==> config.mk <==
export PLATFORM = sky130hd
export DESIGN_NAME = isa_vector_intc_flat
export DESIGN_NICKNAME = d
export VERILOG_FILES = /design/src/rtl/isa_vector_intc_if.sv /design/src/rtl/isa_vector_intc.sv /design/src/flat_wrapper.sv
export SDC_FILE = /design/constraint.sdc
export NUM_CORES = 1
export LEC_CHECK = 0
export ABC_AREA = 1
export CAP_MARGIN = 10
export CORE_AREA = 2 2 74 90
export DETAILED_ROUTE_END_ITERATION = 7
export DIE_AREA = 0 0 76 92
export GPL_ROUTABILITY_DRIVEN = 0
export PLACE_DENSITY_LB_ADDON = 0.08
export SYNTH_ARGS = -nofsm -noshare
export SYNTH_HDL_FRONTEND = slang
export SYNTH_SLANG_ARGS = --single-unit
export TNS_END_PERCENT = 5
==> constraint.sdc <==
create_clock -name clk_i -period 2.9 [get_ports clk_i]
set_input_delay 0.29 -clock clk_i [delete_from_list [all_inputs] [get_ports clk_i]]
set_output_delay 0.29 -clock clk_i [all_outputs]
set_load 0.02 [all_outputs]
==> src/rtl/isa_vector_intc_if.sv <==
// ISA-side signal bundle for the vectored interrupt controller.
// Strobes are active low; the master drives the host side and the slave is the controller.
interface isa_vector_intc_if #(
  parameter int NUM_IRQ = 8
) ();
  logic [NUM_IRQ-1:0] irq;
  logic [9:0]         addr;
  logic [7:0]         d_in;
  logic               iow_n;
  logic               ior_n;
  logic               dack_n;
  logic               intr;
  logic [7:0]         dout;
  logic               dout_en;

  modport master (
    output irq, addr, d_in, iow_n, ior_n, dack_n,
    input  intr, dout, dout_en
  );

  modport slave (
    input  irq, addr, d_in, iow_n, ior_n, dack_n,
    output intr, dout, dout_en
  );
endinterface

==> src/rtl/isa_vector_intc.sv <==
// Vectored interrupt controller: edge-latched requests, mask, fixed priority and
// in-service tracking, INTA vector delivery and I/O-mapped control registers.
module isa_vector_intc #(
  parameter int         NUM_IRQ      = 8,
  parameter logic [9:0] BASE_PORT    = 10'h020,
  parameter logic [7:0] VECTOR_BASE  = 8'h08,
  parameter logic [7:0] SPURIOUS_VEC = 8'h0F,
  parameter bit         AUTO_EOI     = 1'b0
) (
  input  logic                clk_i,
  input  logic                rst_ni,
  isa_vector_intc_if.slave    isa_io
);

  typedef enum logic {ST_IDLE = 1'b0, ST_ACK = 1'b1} state_e;

  localparam logic [NUM_IRQ-1:0] ONE   = NUM_IRQ'(1'b1);
  localparam logic [9:0]         PORT1 = BASE_PORT + 10'd1;
  localparam logic [9:0]         PORT2 = BASE_PORT + 10'd2;

  function automatic logic [NUM_IRQ-1:0] lowest_1h(input logic [NUM_IRQ-1:0] v);
    lowest_1h = v & (~v + ONE);
  endfunction

  function automatic logic [7:0] onehot_idx(input logic [NUM_IRQ-1:0] oh);
    onehot_idx = 8'd0;
    for (int i = 0; i < NUM_IRQ; i++) onehot_idx = oh[i] ? 8'(i) : onehot_idx;
  endfunction

  // A channel is blocked by any in-service bit at its own or a higher priority.
  function automatic logic [NUM_IRQ-1:0] eligible(input logic [NUM_IRQ-1:0] pend,
                                                 input logic [NUM_IRQ-1:0] mask,
                                                 input logic [NUM_IRQ-1:0] isr);
    logic blk;
    blk = 1'b0;
    eligible = '0;
    for (int i = 0; i < NUM_IRQ; i++) begin
      blk         = blk | isr[i];
      eligible[i] = pend[i] & ~mask[i] & ~blk;
    end
  endfunction

  logic [NUM_IRQ-1:0] irq_s1_q, irq_s2_q, irq_h_q;
  logic [2:0]         strb_s1_q, strb_s2_q, strb_h_q;
  logic [2:0]         strb_act_s;
  logic [NUM_IRQ-1:0] mask_q, mask_d, pend_q, pend_d, isr_q, isr_d;
  logic [NUM_IRQ-1:0] mask_wr_s, pend_wr_s, isr_wr_s, irq_rise_s, wr_data_s, pick_s;
  logic               iow_end_s, ior_start_s, ior_end_s, dack_start_s, dack_end_s;
  logic               int_q, int_d, dout_en_q, dout_en_d;
  logic [7:0]         dout_q, dout_d;
  state_e             state_q, state_d;

  // Strobes are inverted to active-high so a cleared synchroniser means "not asserted".
  assign strb_act_s = {~isa_io.dack_n, ~isa_io.ior_n, ~isa_io.iow_n};

  // Two-flop synchronisers followed by the edge-history flop.
  always_ff @(posedge clk_i or negedge rst_ni) begin
    if (!rst_ni) begin
      irq_s1_q  <= '0;
      irq_s2_q  <= '0;
      irq_h_q   <= '0;
      strb_s1_q <= 3'b000;
      strb_s2_q <= 3'b000;
      strb_h_q  <= 3'b000;
    end else begin
      irq_s1_q  <= isa_io.irq;
      irq_s2_q  <= irq_s1_q;
      irq_h_q   <= irq_s2_q;
      strb_s1_q <= strb_act_s;
      strb_s2_q <= strb_s1_q;
      strb_h_q  <= strb_s2_q;
    end
  end

  assign irq_rise_s   = irq_s2_q & ~irq_h_q;
  assign iow_end_s    = strb_h_q[0] & ~strb_s2_q[0];
  assign ior_start_s  = strb_s2_q[1] & ~strb_h_q[1];
  assign ior_end_s    = strb_h_q[1] & ~strb_s2_q[1];
  assign dack_start_s = strb_s2_q[2] & ~strb_h_q[2];
  assign dack_end_s   = strb_h_q[2] & ~strb_s2_q[2];
  assign wr_data_s    = isa_io.d_in[NUM_IRQ-1:0];

  // Register writes land first so a same-cycle ack sees their effect.
  always_comb begin
    mask_wr_s = mask_q;
    pend_wr_s = pend_q;
    isr_wr_s  = isr_q;
    if (iow_end_s) begin
      if (isa_io.addr == BASE_PORT)  mask_wr_s = wr_data_s;
      else if (isa_io.addr == PORT1) isr_wr_s  = isr_q & ~lowest_1h(isr_q);
      else if (isa_io.addr == PORT2) pend_wr_s = pend_q & ~wr_data_s;
      else                           mask_wr_s = mask_q;
    end else begin
      mask_wr_s = mask_q;
    end
  end

  assign pick_s = lowest_1h(eligible(pend_wr_s, mask_wr_s, isr_wr_s));

  // Ack state machine, read-back mux and next-state of the control registers.
  always_comb begin
    state_d   = state_q;
    mask_d    = mask_wr_s;
    pend_d    = pend_wr_s;
    isr_d     = isr_wr_s;
    dout_d    = dout_q;
    dout_en_d = dout_en_q;
    int_d     = (|eligible(pend_q, mask_q, isr_q)) && (state_q == ST_IDLE);
    if (ior_start_s) begin
      if (isa_io.addr == BASE_PORT) begin
        dout_d    = 8'(mask_q);
        dout_en_d = 1'b1;
      end else if (isa_io.addr == PORT1) begin
        dout_d    = 8'(pend_q);
        dout_en_d = 1'b1;
      end else if (isa_io.addr == PORT2) begin
        dout_d    = 8'(isr_q);
        dout_en_d = 1'b1;
      end else begin
        dout_en_d = dout_en_q;
      end
    end else if (ior_end_s) begin
      dout_en_d = 1'b0;
    end else begin
      dout_en_d = dout_en_q;
    end
    case (state_q)
      ST_IDLE: begin
        if (dack_start_s) begin
          state_d   = ST_ACK;
          dout_en_d = 1'b1;
          int_d     = 1'b0;
          if (|pick_s) begin
            dout_d = VECTOR_BASE + onehot_idx(pick_s);
            pend_d = pend_wr_s & ~pick_s;
            isr_d  = AUTO_EOI ? isr_wr_s : (isr_wr_s | pick_s);
          end else begin
            dout_d = SPURIOUS_VEC;
          end
        end else begin
          state_d = ST_IDLE;
        end
      end
      ST_ACK: begin
        if (dack_end_s) begin
          dout_en_d = 1'b0;
          state_d   = ST_IDLE;
        end else begin
          state_d = ST_ACK;
        end
      end
      default: state_d = ST_IDLE;
    endcase
    // A fresh edge wins over a same-cycle ack or software clear.
    pend_d = pend_d | irq_rise_s;
  end

  // State, control registers and registered outputs.
  always_ff @(posedge clk_i or negedge rst_ni) begin
    if (!rst_ni) begin
      state_q   <= ST_IDLE;
      mask_q    <= '0;
      pend_q    <= '0;
      isr_q     <= '0;
      int_q     <= 1'b0;
      dout_q    <= 8'h00;
      dout_en_q <= 1'b0;
    end else begin
      state_q   <= state_d;
      mask_q    <= mask_d;
      pend_q    <= pend_d;
      isr_q     <= isr_d;
      int_q     <= int_d;
      dout_q    <= dout_d;
      dout_en_q <= dout_en_d;
    end
  end

  assign isa_io.intr    = int_q;
  assign isa_io.dout    = dout_q;
  assign isa_io.dout_en = dout_en_q;

endmodule

==> src/flat_wrapper.sv <==
// flat-port wrapper written by rule: the top's interface ports become plain ports
module isa_vector_intc_flat 
#(
  parameter int         NUM_IRQ      = 8,
  parameter logic [9:0] BASE_PORT    = 10'h020,
  parameter logic [7:0] VECTOR_BASE  = 8'h08,
  parameter logic [7:0] SPURIOUS_VEC = 8'h0F,
  parameter bit         AUTO_EOI     = 1'b0
)
  (clk_i, rst_ni, isa_io_irq, isa_io_addr, isa_io_d_in, isa_io_iow_n, isa_io_ior_n, isa_io_dack_n, isa_io_intr, isa_io_dout, isa_io_dout_en);
  isa_vector_intc_if #(.NUM_IRQ(NUM_IRQ)) isa_io_i ();
  input  logic clk_i;
  input  logic rst_ni;
  input wire logic [$bits(isa_io_i.irq)-1:0] isa_io_irq;
  input wire logic [$bits(isa_io_i.addr)-1:0] isa_io_addr;
  input wire logic [$bits(isa_io_i.d_in)-1:0] isa_io_d_in;
  input wire logic [$bits(isa_io_i.iow_n)-1:0] isa_io_iow_n;
  input wire logic [$bits(isa_io_i.ior_n)-1:0] isa_io_ior_n;
  input wire logic [$bits(isa_io_i.dack_n)-1:0] isa_io_dack_n;
  output wire logic [$bits(isa_io_i.intr)-1:0] isa_io_intr;
  output wire logic [$bits(isa_io_i.dout)-1:0] isa_io_dout;
  output wire logic [$bits(isa_io_i.dout_en)-1:0] isa_io_dout_en;
  assign isa_io_i.irq = isa_io_irq;
  assign isa_io_i.addr = isa_io_addr;
  assign isa_io_i.d_in = isa_io_d_in;
  assign isa_io_i.iow_n = isa_io_iow_n;
  assign isa_io_i.ior_n = isa_io_ior_n;
  assign isa_io_i.dack_n = isa_io_dack_n;
  assign isa_io_intr = isa_io_i.intr;
  assign isa_io_dout = isa_io_i.dout;
  assign isa_io_dout_en = isa_io_i.dout_en;
  isa_vector_intc #(.NUM_IRQ(NUM_IRQ), .BASE_PORT(BASE_PORT), .VECTOR_BASE(VECTOR_BASE), .SPURIOUS_VEC(SPURIOUS_VEC), .AUTO_EOI(AUTO_EOI)) u_core (.clk_i(clk_i), .rst_ni(rst_ni), .isa_io(isa_io_i));
endmodule
==> results.py <==
metrics = {
    "clocking": {
        "hold_buffers": 0,
        "cts-resized-gates": 0,
        "htree_levels": 3,
        "ctsLongestPathBuffers": 2,
        "clock_latency_ns": 0.34,
        "post_cts_buffers": 0,
        "numCtsBuffers": 9,
        "cts_tree": "built",
        "numClockSinks": 68,
        "cts.reportedPaths.clkPinSlew_ns": 0.07,
        "cts_root_buf": "clkbuf_8",
    },
    "yosys": {
        "syn_inst": 336,
        "ys_warn_count": 0,
        "syn_area_um2": 3060,
        "synth_cell_types": 35,
        "synth.yosys.seq_area_share_pct": 55.6,
        "synthFlopType": "dfrtp_1",
        "synth_edf_count": 0,
        "syn_nets": 367,
        "ys_ff_latch": 68,
        "avgSynthCellArea_um2": 9.11,
        "synthArstFlopShare_pct": 100,
    },
    "outcome": {
        "status": "finished with violations",
        "failed_checks": "hold timing",
    },
    "final_layout": {
        "syn_to_final_growth_pct": 23.8,
        "fin_cells": 477,
        "final_cell_area_um2": 3790,
        "regArea_um2": 1700,
        "fill_cells": 550,
        "drive_gt1_share_pct": 14.3,
        "diodes": 0,
        "layout.nets": 419,
        "multiInputGateArea_um2": 1120,
    },
    "sta": {
        "post-route-period-util_pct": 78.7,
        "fin_ws_ns": 0.617,
        "relSlewSlack_pct": 53.3,
        "clock_skew_ns": 0.00992,
        "setup_tns_ns": 0,
        "hold_slack_ns": -0.00323,
        "worst_pin_slew_ns": 0.701,
        "fmax_mhz": 438,
        "fin_crit_ns": 2.28,
        "maxSlewViolCount": 0,
        "hold_viol_final": 2,
        "rsz0062_at_grt": "false",
        "setup_viol": 0,
    },
    "power_and_ir_drop": {
        "switching_share_pct": 28.0,
        "worst_ir_drop_vdd_mv": 0.427,
        "p_comb_share_pct": 17.5,
        "switching_power_uw": 656,
        "p_int_mw": 1.69,
        "p_per_area_nw_per_um2": 618,
        "clkPwrFrac_pct": 36.3,
        "leakagePower_nw": 1.87,
        "pwr-share-seq_pct": 46.3,
    },
    "floorplanning": {
        "io-pin-count": 41,
        "num_rows": 32,
        "initial_utilization_pct": 49.3,
        "core_um2": 6210,
        "die_w_um": 76,
        "die_h_um": 92,
        "die_area_um2": 6990,
    },
    "placement": {
        "post-dp-hpwl_mm": 5.19,
        "portBuffers": 40,
        "pre_cts_ws_ns": 0.278,
        "dp_cells": 462,
        "placed_cell_area_um2": 3570,
    },
    "route": {
        "vias": 2480,
        "initialDrtViolationCount": 231,
        "ant_nets": 0,
        "routed_wl_mm": 6.88,
        "routedWlPerCell_um": 14.4,
        "drc_errors": 0,
        "via_per_inst": 5.20,
        "first_pass_iters": 5,
    },
    "critical_path": {
        "cp-start-kind": "input pin",
        "worstPathMaxFanout": 15,
        "r2r_slack_ns": 0.70,
        "cp.arrival_ns": 2.50,
        "critPathCaptureType": "flip-flop",
        "criticalPathCategory": "in2reg",
        "timing.rr.start": "u_core.strb_s2_q[0]",
        "reg2reg_to": "u_core.pend_q[6]",
        "r2r_cells": 12,
        "crit_required_ns": 3.12,
    },
    "global_route": {
        "grt_antenna_before_repair": 0,
        "grt_use_total_pct": 21.7,
        "grt_pass1_vias": 2492,
        "grt_overflow": 0,
        "grt_pass1_wl_mm": 11.8,
        "grt_max_degree": 31,
    },
    "hold_path": {
        "hold_class": "in2async",
    },
    "flow_run": {
        "max_cap_viol_count": 0,
    },
}
-- critical path, cell delays in order --
cell	delay [ns]
clkdlybuf4s50_1	0.45
inv_1	0.03
nor2_1	0.10
nand2_2	0.10
nor2_8	0.23
nand2_2	0.17
inv_2	0.18
nand3_1	0.12
nand2_1	0.08
nor2_1	0.04
nand2_1	0.12
nand3_1	0.11
nor2_2	0.15
nand2_1	0.10
o21ai_1	0.11
o21ai_0	0.10
-- layout by cell type, fill, tap and decap left out, types with 4 or more instances in the layout --
master	count
nand2_2	8
nand4_1	12
o221ai_1	4
clkdlybuf4s50_1	39
nor2_1	30
a21oi_1	13
nor2_4	4
nand2_1	55
o21ai_0	27
nand3_1	12
nor2_2	6
buf_4	4
clkbuf_8	10
o22ai_1	5
dfrtp_1	68
o21ai_1	6
inv_2	5
inv_1	53
-- how the worst max path moves through the flow --
stage | from | depth (start not counted) | end | slack [ns]
after CTS | isa_io_addr[5] | 16 | u_core.isa_io.dout[0] | 0.64
final | isa_io_addr[5] | 16 | u_core.pend_q[6] | 0.62
after floorplan | u_core.isr_q[0] | 14 | u_core.isa_io.dout[1] | 1.04
after global routing | isa_io_addr[5] | 15 | u_core.isa_io.dout[1] | 0.35
after detailed placement | isa_io_addr[5] | 16 | u_core.isa_io.dout[0] | 0.28
after global placement | isa_io_addr[5] | 16 | u_core.isa_io.dout[0] | 0.31
-- cell usage after synthesis, types with 6 or more instances --
library cell / n / area share, %
o21ai_1: 6 / 0.98
nand2_1: 55 / 6.7
o21ai_0: 27 / 4.4
inv_1: 53 / 6.5
a21oi_1: 13 / 2.1
nand2_2: 8 / 1.6
nand4_1: 12 / 2.5
nor2_2: 6 / 1.2
dfrtp_1: 68 / 56
nand3_1: 12 / 2.0
nor2_1: 30 / 3.7
-- cell families (layout without fill, tap and decap cells) --
logic type / after synthesis / in the layout / synth area share [%]
AND/OR/NAND/NOR: 141 / 141 / 24.2
flip-flops: 68 / 68 / 55.6
buffers and inverters: 62 / 118 / 7.93
AO/OA/AOI/OAI: 65 / 65 / 12.3
-- power groups by stage --
stage	logic [mW]	registers, mW	clock network, mW
2_1_floorplan	0.224	1.10	0
3_3_place_gp	0.399	1.10	0
3_5_place_dp	0.402	1.10	0
4_1_cts	0.406	1.08	0.870
5_1_grt	0.455	1.09	0.919
6_report	0.409	1.08	0.849
-- registers in the layout, summed over array words and instances, names as in the netlist --
signal / cells
u_core.irq_h_q: 8
u_core.irq_s1_q: 8
u_core.irq_s2_q: 8
u_core.isa_io.dout: 8
u_core.isr_q: 8
u_core.mask_q: 8
u_core.pend_q: 8
u_core.strb_h_q: 3
u_core.strb_s1_q: 3
u_core.strb_s2_q: 3
u_core.isa_io.dout_en: 1
u_core.isa_io.intr: 1
u_core.state_q: 1
-- layer usage --
metal | share of wire, % | vias up | global-route usage [%]
met5 | 0 | - | 0
met4 | 2.0 | 0 | 9.09
met3 | 5.3 | 13 | 5.31
met2 | 50 | 84 | 35.8
met1 | 43 | 1187 | 27.4
li1 | - | 1196 | -
-- stage by stage --
step	hold slack (ns)	total power [mW]	util [%]
3_3_place_gp	0.331	1.50	57.6
5_1_grt	0.0375	2.46	61.0
4_1_cts	0.00962	2.36	61.0
2_1_floorplan	-0.00559	1.33	-
6_report	-0.00323	2.34	61.0
3_5_place_dp	0.336	1.50	57.6
-- cell type report --
class,count,share of cell area [%]
clock buffers,11,3.73
clock inverters,4,1.95
inverters,59,5.88
multi-input cells,206,29.5
flip-flops and latches,68,44.9
well taps,85,2.81
repair buffers,44,11.2
(Power assumes the default switching activity.)
